$ cat src/rtl/pattern_pkg.sv
// Shared definitions for the walking-one-with-marker pattern (generator and checker).
// Expectation position is a phase bit plus shift index k in 1..7.
package pattern_pkg;

    localparam logic [7:0] PAT_MARKER = 8'h01;
    localparam int         PAT_PERIOD = 14;

    typedef enum logic [1:0] {
        HUNT   = 2'd0,
        SYNC   = 2'd1,
        LOCKED = 2'd2
    } chk_state_t;

    // phase 0: marker expected; phase 1: shift word 1<<k expected
    typedef struct packed {
        logic       phase;
        logic [2:0] k;
    } exp_pos_t;

    typedef struct packed {
        logic       hit;
        logic [2:0] k;
    } seed_t;

    function automatic exp_pos_t next_expected(input exp_pos_t cur);
        exp_pos_t nxt;
        nxt.phase = ~cur.phase;
        if (cur.phase)
            nxt.k = (cur.k == 3'd7) ? 3'd1 : cur.k + 3'd1;
        else
            nxt.k = cur.k;
        return nxt;
    endfunction

    function automatic logic [7:0] exp_word(input exp_pos_t cur);
        return cur.phase ? (8'h01 << cur.k) : PAT_MARKER;
    endfunction

    // 0x01 is ambiguous, so only 0x02..0x80 one-hot words can seed
    function automatic seed_t seed_decode(input logic [7:0] w);
        seed_t s;
        s.hit = 1'b0;
        s.k   = 3'd1;
        for (int i = 1; i < 8; i++) begin
            if (w == (8'h01 << i)) begin
                s.hit = 1'b1;
                s.k   = 3'(i);
            end
        end
        return s;
    endfunction

endpackage

$ cat src/rtl/pattern_expect_gen.sv
// Holds the expected-word position; seeds, advances on enable, and drives exp_data (0x00 when inactive).
// exp_data follows the registered position with no combinational input path; never stalls.
module pattern_expect_gen
    import pattern_pkg::*;
(
    input  logic       clk,
    input  logic       reset,
    input  logic       seed_en,
    input  logic [2:0] seed_k,
    input  logic       adv_en,
    input  logic       clr_en,
    output logic [7:0] exp_data
);

    exp_pos_t pos_q;
    logic     active_q;
    exp_pos_t seed_pos;

    assign seed_pos = '{phase: 1'b1, k: seed_k};

    always_ff @(posedge clk or negedge reset) begin
        if (!reset) begin
            pos_q    <= '{phase: 1'b0, k: 3'd1};
            active_q <= 1'b0;
        end else if (clr_en) begin
            active_q <= 1'b0;
        end else if (seed_en) begin
            // the seed word itself was just consumed, so start one step beyond it
            active_q <= 1'b1;
            pos_q    <= next_expected(seed_pos);
        end else if (adv_en) begin
            pos_q    <= next_expected(pos_q);
        end
    end

    assign exp_data = active_q ? exp_word(pos_q) : 8'h00;

endmodule

$ cat config.mk
export PLATFORM = sky130hd
export DESIGN_NAME = pattern_expect_gen
export DESIGN_NICKNAME = d
export VERILOG_FILES = /design/src/rtl/pattern_pkg.sv /design/src/rtl/pattern_expect_gen.sv
export SDC_FILE = /design/constraint.sdc
export NUM_CORES = 1
export LEC_CHECK = 0
export ABC_CLOCK_PERIOD_IN_PS = 1300
export CORE_AREA = 2 2 39 41
export DETAILED_ROUTE_END_ITERATION = 6
export DIE_AREA = 0 0 41 43
export PLACE_DENSITY = 0.63
export SYNTH_ARGS = -nofsm -noshare
export SYNTH_HDL_FRONTEND = slang
export SYNTH_SLANG_ARGS = --single-unit
$ cat constraint.sdc
create_clock -name clk -period 1.3 [get_ports clk]
set_input_delay 0.13 -clock clk [delete_from_list [all_inputs] [get_ports clk]]
set_output_delay 0.13 -clock clk [all_outputs]
set_load 0.05 [all_outputs]
==> results of run 1 <==
[worst max path at each step]
stage	startpoint	depth (start not counted)	end
2_1_floorplan	pos_q[0]$_DFFE_PN1P_	4	exp_data[2]
3_3_place_gp	seed_k[0]	6	pos_q[0]$_DFFE_PN1P_
3_5_place_dp	seed_k[0]	6	pos_q[0]$_DFFE_PN1P_
4_1_cts	pos_q[0]$_DFFE_PN1P_	4	exp_data[3]
5_1_grt	pos_q[0]$_DFFE_PN1P_	6	exp_data[6]
6_report	pos_q[0]$_DFFE_PN1P_	6	exp_data[6]
[state kept, by name, indices dropped and copies added, names as in the netlist]
name      cells
pos_q         4
active_q      1
[critical path, cell delays in order (launching register included)]
cell and delay (ps):
dfstp_2 580, inv_2 70, buf_6 120, ha_4 150, nand2_2 80, nor2_2 40, buf_6 150
[cell type report]
class                           count  area, µm²
Clock buffer                        4       26.3
Fill cell                         113        548
Inverter                            3       16.3
Multi-Input combinational cell     39        388
Sequential cell                     5        126
Tap cell                           16       20.0
Timing Repair Buffer               21        259
[stage by stage]
step	total power, µW	hold slack (ps)	util, %
after global routing	1260	122	60.4
after floorplan	519	-166	-
after detailed placement	687	364	47.6
final	1160	110	60.4
after CTS	1100	108	59.0
after global placement	687	367	47.6
[cells by family after synthesis]
logic type	Yosys count	share of synthesized area, %
AO/OA/AOI/OAI	6	8.63
adder cells (fa/ha/maj)	8	23.8
buffers and inverters	4	5.36
flip-flops	5	30.1
multiplexers	3	7.44
AND/OR/NAND/NOR	22	24.7
[what timing repair did]
action | CTS | global route
buffers inserted | 2 | 0
pin swaps | 7 | 2
setup endpoints to repair | 11 | 11
resized for setup | 29 | 4
hold endpoints to repair | 0 | 0
[per-layer routing]
| metal | routed length [µm] | vias up | share of wire [%] |
|---|---|---|---|
| met5 | 0 | - | 0 |
| met4 | 0 | 0 | 0 |
| met3 | 29 | 0 | 3.0 |
| met2 | 556 | 10 | 57 |
| met1 | 393 | 195 | 40 |
| li1 | - | 209 | - |
[layout by cell type (no fill, tap or decap), drive strengths merged]
master / count
buf: 14
clkbuf: 4
clkdlybuf4s50: 7
a21oi: 3
or4b: 1
o21ai: 1
dfrtp: 4
nor3b: 1
dfstp: 1
inv: 3
and3: 2
mux2i: 2
o31a: 1
nand3b: 1
nor2: 10
ha: 8
a21boi: 1
mux2: 1
nand2: 7
[power by group]
| group | switching (µW) | leakage [µW] | internal [µW] | total, µW |
|---|---|---|---|---|
| sequential | 72.2 | 0.0000601 | 214 | 286 |
| clock | 55.2 | 0.0000150 | 115 | 171 |
| combinational | 339 | 0.000273 | 361 | 699 |
==> impl_metrics.tcl, run 1 <==
set metrics [dict create \
    worst_hold_path_type "primary input to asynchronous set/reset pin" \
    syn-cell-area_um2 420 \
    path_max_fanout 4 \
    num_rows 14 \
    synth.top_cells.by_count "nor2_1, ha_1, nand2_1" \
    synthArstFlopShare_pct 100 \
    grt_pass1_vias 397 \
    dp_hpwl_um 731 \
    initial_core_util_pct 30.4 \
    cts_buffer_depth 2 \
    coreArea_um2 1380 \
    seq_area_frac_synth_pct 30.1 \
    grt_usage_pct 14.7 \
    cts_hold_buf 0 \
    reg2reg_from "pos_q[1]$_DFFE_PN0P_" \
    syn_nets 64 \
    slew_headroom_pct 75.2 \
    ys.flop_type "dfrtp_1" \
    clkSlewWorstSetupHoldPaths_ps 40 \
    end_kind "output pin" \
    grt_max_degree 11 \
    place_area_um2 658 \
    clock_sinks 5 \
    fin_skew_ps 0.522 \
    die_w_um 41 \
    synth_edf_count 0 \
    met1_usage_pct 16.4 \
    ios 16 \
    area_delta_synth_final_pct 98.8 \
    min_period_ps 1560 \
    cp-start-kind "register" \
    worstPathRequired_ps 1170 \
    insertion_delay_ps 230 \
    avgSynthCellArea_um2 8.76 \
    violations "setup timing" \
    dp_slack_ps -236 \
    drtAntennaViolNets 0 \
    gr-usage-met2_pct 24.4 \
    drt_iter0_drc 11 \
    vdd_drop_max_v 0.000713 \
    finalInstanceArea_um2 836 \
    setup_ws_ps -262 \
    synth_most_common_cell "nor2_1" \
    cts_tree "built" \
    cp.arrival_ps 1430 \
    yosys_warnings 0 \
    grt.busiest_layer "met2" \
    synthCells 48 \
    antenna_found_initial 0 \
    die_h_um 43 \
    ys_seq_elements 5 \
    maxCapViolations 0 \
    drive_gt1_share_pct 54.2 \
    vias_per_cell 4.70 \
    ff2ff_setup_slack_ps -200 \
    synth_top_cell_area_share_pct 23.8 \
    power.density_nw_per_um2 1380 \
    rsz0062_at_grt "true" \
    yosys.area.top_type "dfrtp_1" \
    n_antenna_cell 0 \
    htreeDepth 1 \
    hold_viol_final 0 \
    status "complete, but fails checks" \
    finalCritPeriodShare_pct 120 \
    die_area_um2 1760 \
    dr.pass1.iters 4 \
    path_class "register to output pin" \
    wl_per_cell_um 11.1 \
    dp_cells 82 \
    drc 0 \
    met3_usage_pct 1.57 \
    vias 414 \
    slew_viol_final 0 \
    setup_viol_count_final 11 \
    grt-ovfl-total 0 \
    p_leak_uw 0.000348 \
    tightest_slew_ps 372 \
    stdcell_count 88 \
    port_buffers 15 \
    cts_root_buf "clkbuf_4" \
    cts_made_buffers 3 \
    worst_r2r_path_depth 6 \
    wirelength_um 979 \
    max_clock_freq_mhz 640 \
    tns_ps -2060 \
    synth_area_leaders "dfrtp_1, ha_1, nor2_1, dfstp_2, nand2_1" \
    grt_pass1_wl_mm 1.72 \
    ys_types 18 \
    gp_congestion 0.805 \
    nets 89 \
    rr_endpoint "pos_q[0]$_DFFE_PN1P_" \
]
(Power assumes the default switching activity.)
==> run 2, diff against run 1 <==
- CORE_AREA: 2 2 39 41 -> 8 8 45 47
- DIE_AREA: 0 0 41 43 -> 0 0 53 55
==> run 2 against run 1 <==
The flow still finishes with violations (setup timing). Critical path depth down 2. Register-to-register slack worse by 20 ps. Hold slack improved by 5.0 ps. Final cell count rose by 3.4%. Die area grew 65%. Non-clock buffer count up 3. Maximum frequency is 1.0% lower. Worst setup slack got worse by 16 ps. Sequential power is 1% lower. Count of clock-buffer cells in the layout unchanged. First-iteration DRC count decreased by 82%. Largest power group unchanged.
==> impl_metrics.tcl, run 2 (synthesis results as in run 1) <==
set metrics [dict create \
    worst_hold_path_type "primary input to asynchronous set/reset pin" \
    finalInstanceArea_um2 845 \
    max_clock_freq_mhz 634 \
    cts_root_buf "clkbuf_4" \
    cts_made_buffers 3 \
    hold_viol_final 0 \
    tightest_slew_ps 331 \
    grt_pass1_wl_mm 1.81 \
    antenna_found_initial 0 \
    fin_skew_ps 0.554 \
    path_max_fanout 4 \
    largestRegisters "pos_q x4, active_q x1" \
    area_delta_synth_final_pct 101 \
    ios 16 \
    path_buf_inv 1 \
    multi_input_area_um2 392 \
    initial_core_util_pct 30.4 \
    reg2reg_from "pos_q[1]$_DFFE_PN0P_" \
    setup_viol_count_final 11 \
    clkSlewWorstSetupHoldPaths_ps 40 \
    slew_headroom_pct 77.9 \
    dr.pass1.iters 4 \
    setup.worst_path.start "pos_q[0]$_DFFE_PN1P_" \
    cp_cell_sequence "ha_4 -> ha_4 -> and3_4 -> buf_12" \
    path_class "register to output pin" \
    m1WireLength_um 449 \
    htreeDepth 1 \
    drt_iter0_drc 2 \
    cts_buffer_depth 2 \
    largest_register "pos_q" \
    drive_gt1_share_pct 54.7 \
    n_antenna_cell 0 \
    p_leak_uw 0.000358 \
    end_kind "output pin" \
    rr_endpoint "pos_q[0]$_DFFE_PN1P_" \
    grt_usage_pct 8.55 \
    critical_path_depth 4 \
    mostFrequentLayoutCells "buf_4, clkdlybuf4s50_1, nand2_1, ha_4, buf_6" \
    crit_end "exp_data[7]" \
    power_uw 1220 \
    cp.arrival_ps 1450 \
    grt-ovfl-total 0 \
    die_area_um2 2920 \
    seqCellArea_um2 126 \
    wl_per_cell_um 13.5 \
    slowest_delay_ps 580 \
    nets 92 \
    vias_per_cell 4.62 \
    vdd_drop_max_v 0.000757 \
    crit_top_cell "ha_4" \
    cts_tree "built" \
    final_util_pct 61.0 \
    route.top_layer_used "met3" \
    slew_viol_final 0 \
    setup_ws_ps -278 \
    cp_top_family "flip-flops" \
    port_buffers 15 \
    rsz0062_at_grt "true" \
    finalCritPeriodShare_pct 121 \
    routed-wl-met3_um 61 \
    power.density_nw_per_um2 1440 \
    drtAntennaViolNets 0 \
    insertion_delay_ps 240 \
    vias 420 \
    worst_path_max_delay_cell "dfstp_2" \
    die_h_um 55 \
    cts_hold_buf 0 \
    dp_hpwl_um 884 \
    largest_reg_flops 4 \
    wirelength_mm 1.23 \
    worst_r2r_path_depth 6 \
    maxCapViolations 0 \
    die_w_um 53 \
    coreArea_um2 1380 \
    drc 0 \
    gp_congestion 0.878 \
    wl_met2_um 720 \
    hold_slack_ps 115 \
    min_period_ps 1580 \
    place_area_um2 666 \
    worstPathRequired_ps 1170 \
    violations "setup timing" \
    grt_pass1_vias 424 \
    dp_slack_ps -243 \
    final_common_cell "buf_4" \
    num_rows 14 \
    status "complete, but fails checks" \
    cp-start-kind "register" \
    nFillCells 119 \
    grt_max_degree 10 \
    ff2ff_setup_slack_ps -220 \
    clock_sinks 5 \
]
[run 2: timing repair]
action	CTS	global route
resized for setup	17	11
endpoints found under the setup margin	11	11
endpoints found under the hold margin	0	0
buffers inserted	3	1
pin swaps	2	3
[run 2: worst reg2reg max path, stage by stage (launching register included)]
cell and delay (ps):
dfrtp_1 380, buf_6 120, ha_4 170, ha_4 160, buf_4 140, o31a_1 230
mux2_2 260
[run 2: how the worst min path moves through the flow]
stage	from	endpoint	slack, ps	cells past startpoint
after floorplan	reset	active_q$_DFFE_PN0P_	-170	0
after global placement	reset	pos_q[1]$_DFFE_PN0P_	370	1
after detailed placement	reset	active_q$_DFFE_PN0P_	370	1
after CTS	reset	active_q$_DFFE_PN0P_	110	1
after global routing	reset	pos_q[1]$_DFFE_PN0P_	120	1
final	reset	active_q$_DFFE_PN0P_	120	1
[run 2: routing by layer]
metal	up-vias	track usage [%]
met5	-	0
met2	10	16.4
met4	0	5.17
li1	215	-
met1	195	8.28
met3	0	1.60
[run 2: area by class of cell]
class / instances / area share [%]
inverters: 3 / 1.63
flip-flops and latches: 5 / 15.0
multi-input cells: 39 / 46.4
well taps: 16 / 2.37
repair buffers: 24 / 31.6
clock buffers: 4 / 3.11
[run 2: per-stage QoR]
step | std cells | setup TNS [ps]
finish | 91 | -2120
global route | 91 | -2730
floorplan | 48 | -389
CTS | 90 | -2140
global placement | 83 | -479
detailed placement | 83 | -576
[run 2: power breakdown]
part	internal [µW]	switching (µW)	total [µW]
clock network	116	57.7	173
logic	397	363	760
registers	214	68.3	282
total	726	489	1220
==> edit, RTL diff (settings of run 2) <==
Add an input register stage for `clr_en`, cleared by the reset; this delays it by one clock. The other inputs are not delayed to match.
--- a/src/rtl/pattern_expect_gen.sv
+++ b/src/rtl/pattern_expect_gen.sv
@@ -12,6 +12,16 @@
     output logic [7:0] exp_data
 );
 
+    logic clr_en_q;
+
+    always_ff @(posedge clk or negedge reset) begin
+        if (!reset) begin
+            clr_en_q <= '0;
+        end else begin
+            clr_en_q <= clr_en;
+        end
+    end
+
     exp_pos_t pos_q;
     logic     active_q;
     exp_pos_t seed_pos;
@@ -22,7 +32,7 @@
         if (!reset) begin
             pos_q    <= '{phase: 1'b0, k: 3'd1};
             active_q <= 1'b0;
-        end else if (clr_en) begin
+        end else if (clr_en_q) begin
             active_q <= 1'b0;
         end else if (seed_en) begin
             // the seed word itself was just consumed, so start one step beyond it
Formal check against the unedited RTL: not equivalent (a bounded check fails within 4 cycles, from zero or initial values and one cycle with reset low).
==> edit against run 2 <==
The flow still finishes with violations (setup timing). Power decreased by 8.5%. Synthesized area increased by 6.0%. Cell area decreased by 1.8%. Highest routed layer unchanged. Maximum frequency increased by 2.0%. Final cell count decreased by 1.1%. Sequential cell count increased by 1. Routed wire length decreased by 17%. Setup slack improved by 31 ps.
==> edit: results <==
metrics = {
    "global_routing": {
        "grt_util_met2": 0.150,
        "grt_use_met1": 0.0772,
        "grt_pass1_vias": 402,
        "grt_use_total": 0.0780,
        "grt_max_degree": 10,
        "met3_usage": 0.0241,
        "grt_pass1_wl_um": 1730,
    },
    "sta": {
        "slew_headroom": 0.773,
        "fin_crit_sh": 1.19,
        "setup_violations": 10,
        "fin_skew_ps": 8.78,
        "worst_slack_ps": -247,
    },
    "synth": {
        "yosysSeqAreaShare": 0.340,
        "synth_nets": 65,
        "synth_commonest_cells": "nor2_1, ha_1, nand2_1",
        "synth_flop_cell": "dfrtp_1",
        "yosys_warnings": 0,
        "synth_area_leaders": "dfrtp_1, ha_1, nor2_1, dfstp_2, nand2_1",
        "netlist-cell-type-count": 18,
    },
    "drt": {
        "drt-pass1-iter-count": 3,
        "wl_met1_um": 404,
        "dr_total_vias": 412,
        "dr_wl_met3_um": 66,
        "drtIter0Drc": 4,
        "ant_nets": 0,
        "top_layer": "met3",
        "met2_length_um": 552,
        "wl_per_cell_um": 11.4,
    },
    "placed_design": {
        "place_congestion": 0.838,
        "hpwl_um": 870,
    },
    "final_layout": {
        "diodes": 0,
        "reg_top3": "pos_q: 4 flops, active_q: 1 flops, clr_en_q: 1 flops",
        "drive_gt1_frac": 0.459,
        "n_fill_cell": 113,
        "nets": 91,
    },
    "clock_network": {
        "path_clk_slew_ps": 50,
        "clockBufferDepth": 2,
    },
    "status": {
        "status": "complete, but fails checks",
        "violations": "setup timing",
    },
    "power": {
        "vdd_ir_drop_max_v": 0.000794,
        "switchingPower_uw": 428,
        "p_leak_nw": 0.357,
        "clkPwrFrac": 0.159,
        "pwr-share-seq": 0.282,
        "power_mw": 1.11,
    },
    "hold_path": {
        "hp-class": "input port to asynchronous set/reset pin",
    },
    "setup_path": {
        "crit_arrival_ps": 1420,
    },
}
## edit: cell type report
type,count,area share
inverters,3,0.0166
flip-flops and latches,6,0.183
repair buffers,22,0.308
multi-input cells,39,0.437
clock buffers,4,0.0317
well taps,16,0.0241
## edit: path summary, 6_finish.rpt
path / from / to / slack [ps] / depth (start not counted)
max: pos_q[0] / exp_data[7] / -250 / 4
min reg2reg: clr_en_q / active_q / 480 / 1
max in group asynchronous: reset / pos_q[0] / 910 / 1
min: reset / pos_q[3] / 120 / 1
min in group clk: clr_en / clr_en_q / 330 / 1
max reg2reg: pos_q[1] / pos_q[0] / -200 / 6
## edit: stage by stage
step | TNS [ps] | cells | area [um^2] | hold slack, ps | setup WS [ps]
after floorplan | -389 | 49 | 464 | -166 | -142
after global placement | -516 | 84 | 691 | 385 | -204
after detailed placement | -554 | 84 | 691 | 383 | -225
after CTS | -2130 | 90 | 817 | 118 | -262
after global routing | -2760 | 90 | 830 | 128 | -323
final | -2010 | 90 | 830 | 119 | -247
## edit: cells by family after synthesis
kind of cell	share of synthesized area
buffers and inverters	0.0506
adders and majority gates	0.225
and+or+nand+nor	0.233
DFF	0.340
muxes	0.0702
AOI/OAI and AO/OA	0.0814
## edit: worst max-delay path: stages (launching register included)
cell	delay, ps
dfstp_2	570
ha_4	170
ha_4	120
and3_4	190
buf_12	130
## edit: repair_timing
| item | in CTS | in global routing |
|---|---|---|
| pin swaps | 5 | 2 |
| cloned | 0 | 0 |
| gates resized for setup | 20 | 1 |
| setup buffers | 2 | 0 |
| setup endpoints to repair | 11 | 11 |
